--- src/rtl/bcd_multi_counter.sv ---
// bcd_multi_counter: prescaled N-digit BCD up/down counter with load, clear, single-step and wrap/saturate limit.
module bcd_multi_counter #(
  parameter int CLK_DIV = 50000000,
  parameter int NDIG = 4,
  parameter bit WRAP = 1'b1
) (
  input  logic              MAX10_CLK1_50,
  input  logic              reset_n,
  input  logic              run,
  input  logic              up,
  input  logic              step,
  input  logic              clr,
  input  logic              load,
  input  logic [4*NDIG-1:0] load_val,
  output logic              tick,
  output logic [4*NDIG-1:0] bcd,
  output logic              tc,
  output logic              at_limit
);
  localparam int PW = $clog2(CLK_DIV);
  logic [PW-1:0] pre;
  logic [NDIG:0] c;
  logic [4*NDIG-1:0] nxt, ld;
  logic ev;
  assign tick = run && pre == PW'(CLK_DIV - 1);
  assign ev = tick || (step && !run);
  assign c[0] = 1'b1;
  for (genvar g = 0; g < NDIG; g++) begin : g_dig
    logic [3:0] d, v;
    assign d = bcd[4*g +: 4];
    assign v = load_val[4*g +: 4];
    assign c[g+1] = c[g] && d == (up ? 4'd9 : 4'd0);
    assign nxt[4*g +: 4] = !c[g] ? d : up ? (d == 4'd9 ? 4'd0 : d + 4'd1) : (d == 4'd0 ? 4'd9 : d - 4'd1);
    assign ld[4*g +: 4] = v > 4'd9 ? 4'd0 : v;
  end
  assign at_limit = c[NDIG];
  always_ff @(posedge MAX10_CLK1_50 or negedge reset_n) begin
    if (!reset_n) begin
      pre <= '0;
      bcd <= '0;
      tc <= 1'b0;
    end else begin
      pre <= (clr || load || tick) ? '0 : run ? pre + 1'b1 : pre;
      bcd <= clr ? '0 : load ? ld : (ev && !(at_limit && !WRAP)) ? nxt : bcd;
      tc <= !clr && !load && ev && at_limit;
    end
  end
endmodule

--- config.mk ---
export PLATFORM = sky130hd
export DESIGN_NAME = bcd_multi_counter
export DESIGN_NICKNAME = d
export VERILOG_FILES = /design/src/rtl/bcd_multi_counter.sv
export SDC_FILE = /design/constraint.sdc
export NUM_CORES = 1
export LEC_CHECK = 0
export CORE_MARGIN = 1.5
export CORE_UTILIZATION = 45
export CTS_BUF_LIST = sky130_fd_sc_hd__clkbuf_2 sky130_fd_sc_hd__clkbuf_4 sky130_fd_sc_hd__clkbuf_8
export DETAILED_ROUTE_END_ITERATION = 10
export PLACE_DENSITY = 0.67
export SYNTH_ARGS = -nofsm -noshare
export SYNTH_HDL_FRONTEND = slang
export SYNTH_SLANG_ARGS = --single-unit
--- constraint.sdc ---
create_clock -name MAX10_CLK1_50 -period 6.21 [get_ports MAX10_CLK1_50]
set_input_delay 1.863 -clock MAX10_CLK1_50 [delete_from_list [all_inputs] [get_ports MAX10_CLK1_50]]
set_output_delay 1.863 -clock MAX10_CLK1_50 [all_outputs]
set_load 0.02 [all_outputs]
Yosys cells after proc, flatten, opt, wreduce, memory -nomap -nowiden
Index checks and enable logic that the tools add are counted.

word-level totals
  register bits = 43
  bits in latches = 0
  bits in writable memories = 0
  bits in read-only memories = 0
  input bits = 23
  output and inout port bits = 19
  word-level logic and storage cells = 79
  memories = 0

operators by class
  add/subtract/negate cells = 9
  $mul = 0
  div/mod/pow operators = 0
  $lt $le $gt $ge = 4
  equal/unequal tests = 9
  shift-type cells = 0
  multiplexer cells = 25
  bitwise operators = 0
  reductions and logical operators = 26

operator list
  operator                 number
  $mux W4                  20
  $mux W26                 2
  $mux W16                 3
  $add A26 B1 Y26 const B  1
  $eq A26 B26 Y1 const B   1
  $add A4 B1 Y4 const B    4
  $eq A4 B4 Y1             4
  $eq A4 B4 Y1 const B     4
  $gt A4 B4 Y1 const B     4
  $logic_not A4 Y1         4
  $sub A4 B1 Y4 const B    4
  $reduce_bool A3 Y1       4
  $logic_and A1 B1 Y1      8
  $reduce_and A2 Y1        3
  $logic_not A1 Y1         3
  $logic_or A1 B1 Y1       3
  $reduce_bool A2 Y1       1

Longest topological paths before layout
  word-level depth = 8
  gate-level depth with buffers = 8
  mapped depth without buffers = 7

Worst setup path before layout
OpenSTA, ideal clock, no wires.

  path type = input -> output
  from = input up
  to = output at_limit
  arrival time = 3.434 ns
  data required time = 4.347 ns
  setup slack = 0.913 ns
  cell stages on the path = 6
  buffers on the path = 1
  cell sequence = clkbuf_1 -> and3_1 -> o211ai_1 -> nor4_1 -> o211ai_1 -> nor3_1

between the ends
  word-level cells in the longest chain between the ends = 5
  elaborated cells on any way between the ends = 8
  classes of those cells = 4 x eq/ne; 1 x mux; 3 x reduce/logical

RTL lines
  what                               RTL line  text
  from (decl)                        10        input logic up,
  $mux W4 (*)                        32        assign c[g+1] = c[g] && d == (up ? 4'd9 : 4'd0);
  $eq A4 B4 Y1                       32
  $logic_and A1 B1 Y1 (2 in series)  32
  $logic_and A1 B1 Y1 (*)            32
  to (decl)                          18        output logic at_limit

Mark *: on every way between the ends. The rest lies on a longest branch, timed or not.

Worst setup path after layout
Ends and elaborated chain as after synthesis.

==> impl_metrics.toml <==
[sta]
tns_ns = 0
worst_slew_pin_slew_ns = 1.000
slew_viol_final = 0
timing.fmax_mhz = 167.3
period_minus_slack_ns = 5.978
fin_skew_ns = 0.01187
final-setup-viol-count = 0
final-hold-violation-count = 0
hold_ws_ns = 0.5546
fin_crit_sh = 0.9627
rsz0062_at_grt = "no"
maxSlewHeadroom = 0.3334

[clock_network]
clkLatencyLatePin_ns = 0.31
cts_buffer_depth = 2
h-tree-depth = 2
cts_tree = "done"
holdBufCountCts = 0
numCtsBuffers = 5
clkTransAtPathRegs_ns = 0.08
clock-root-buffer = "clkbuf_8"
cts.sinks = 43

[routing]
met2_length_um = 3744
wirelength_um = 7800
routed-via-count = 2990
vias_per_cell = 5.761
wire_per_inst_um = 15.03
ant_nets = 0
routed.top_layer = "met4"
met1Wirelength_um = 3633
routed-wl-met3_um = 327
firstDrtPassIters = 5
drt_iter0_drc = 195
drc = 0

[logic_synthesis]
synth.area.top_cells = "dfrtp_1 (33%), ha_1 (6.5%), nor2_1 (5.4%), xor2_1 (3.5%), a21oi_1 (3.2%)"
yosys.area_share.adder = 0.06528
synthArstFlopShare = 1.000
ys.warnings.count = 0
synth_compound_area_frac = 0.1847
synthMuxAreaShare = 0.03917
synth_area_um2 = 3258
yosys.area.top_type = "dfrtp_1"
synth_flop_cell = "dfrtp_1"
synth_edf_count = 0
synth-seq-cells = 43
postSynthAreaPerCell_um2 = 8.354
yosysTopAreaCellShare = 0.3303
synthSimpleGateAreaFrac = 0.2638
syn_nets = 430
synth_seq_area_share = 0.3303
synth_cell_types = 58
synth_xor_area_frac = 0.06720
syn_inst = 390
synth_top_family_by_area = "simple AND/OR/NAND/NOR gates"

[critical_path]
reg2reg_depth = 6
cp-start-kind = "primary input"
arrival_ns = 4.12
r2r-end = "bcd[7]$_DFFE_PN0P_"
worstSetupEndpointType = "output pin"
r2r-start = "pre[0]$_DFFE_PN0P_"
crit_fanout = 18
reg2reg_slack_ns = 3.77
crit_type = "in -> out"
required_ns = 4.35

[place]
hpwl_um = 5532
placed_cells = 511
port-buffer-count = 41
place_congestion = 0.8652

[die]
fp.dieArea_um2 = 7760
rows = 30
die_h_um = 88.09
start_util = 0.4717
core_area_um2 = 6907
io_pins = 42
die_width_um = 88.09

[pwr]
leakagePower_nw = 1.549
power_density_nw_per_um2 = 202.6
max-vdd-ir-drop_mv = 0.1061

[layout]
seqCellArea_um2 = 1076
final_cell_mix = "nor2_1 (47), dfrtp_1 (43), clkdlybuf4s50_1 (40), a21oi_1 (21)"
finalNetCount = 462
multi_input_area_um2 = 2031
diodes = 0
utilization = 0.5598
final_cells = 519
num-fill-cells = 667
drive_gt1_frac = 0.06619
area_growth_pct = 18.66
final_common_cell = "nor2_1"

[hold_path]
min_to = "pre[25]$_DFFE_PN0P_"
hold_depth = 2
min_from = "pre[25]$_DFFE_PN0P_"
hold_class = "reg -> reg"

[global_route]
grt_max_degree = 44
grt_pass1_wl_um = 13130
grt_pass1_vias = 2939
grt_usage = 0.2116
grt_overflow = 0
antenna_found_initial = 0

[outcome]
status = "completed"

[job]
maxCapViolations = 0
layer usage:
layer,vias to the layer above,GRT usage
li1,1463,-
met1,1437,0.2708
met2,79,0.3602
met3,11,0.03676
met4,0,0.07386
met5,-,0
cell usage after synthesis, drive strengths merged, types with 5 or more instances:
library cell  count
nor4b             5
nand2b           12
mux2              6
clkbuf           20
or4               5
xnor2            12
nand2            21
dfrtp            43
a211oi            7
a21oi            21
nor2             47
and3             10
xor2             13
nor3             11
ha               17
nand3            16
o21ai            25
mux2i             6
nand4             9
inv              19
logic make-up (layout without fill, tap and decap cells):
group | Yosys count | after routing
buffers and inverters | 41 | 74
AO/OA/AOI/OAI | 90 | 90
adder cells (fa/ha/maj) | 17 | 17
flip-flops | 43 | 43
AND/OR/NAND/NOR | 162 | 162
multiplexers | 12 | 12
XOR/XNOR | 25 | 25
registers in the layout, indices dropped and copies added (netlist names):
signal	cells
pre	26
bcd	16
tc	1
power breakdown:
group / switching, mW / internal, mW
registers: 0.0342 / 0.293
logic: 0.117 / 0.103
clock network: 0.106 / 0.130
total: 0.257 / 0.526
what timing repair did:
item,CTS,global route
gates resized for setup,0,1
endpoints found under the setup margin,0,1
endpoints found under the hold margin,0,0
setup buffers,0,0
critical path, stage by stage:
cell,delay (ns)
clkdlybuf4s50_1,0.53
buf_4,0.24
and3_1,0.17
nor2_1,0.06
nor4_2,0.22
o211ai_1,0.17
nor3_1,0.22
clkdlybuf4s50_1,0.63
worst max-delay path by stage:
stage | to | start | slack [ns]
CTS | at_limit | up | 0.07
finish | at_limit | up | 0.23
detailed placement | at_limit | up | 0.09
floorplan | at_limit | up | 0.91
global route | at_limit | up | 0.11
global placement | at_limit | up | 0.12
area by class of cell:
class | count | area share
inverter | 19 | 0.01845
tap | 96 | 0.03107
clock buffer | 6 | 0.02136
clock inverter | 2 | 0.009061
sequential | 43 | 0.2783
multi-input combinational | 306 | 0.5252
timing repair buffer | 47 | 0.1165
through the flow:
step	setup slack, ns	instance area, µm²	power [mW]
after floorplan	0.9132	3258	0.4672
after detailed placement	0.08785	3742	0.5495
after global placement	0.1161	3742	0.5461
after CTS	0.06805	3860	0.7872
after global routing	0.1136	3866	0.8294
final	0.2319	3866	0.7831
Power figures use the tool's default switching activity.
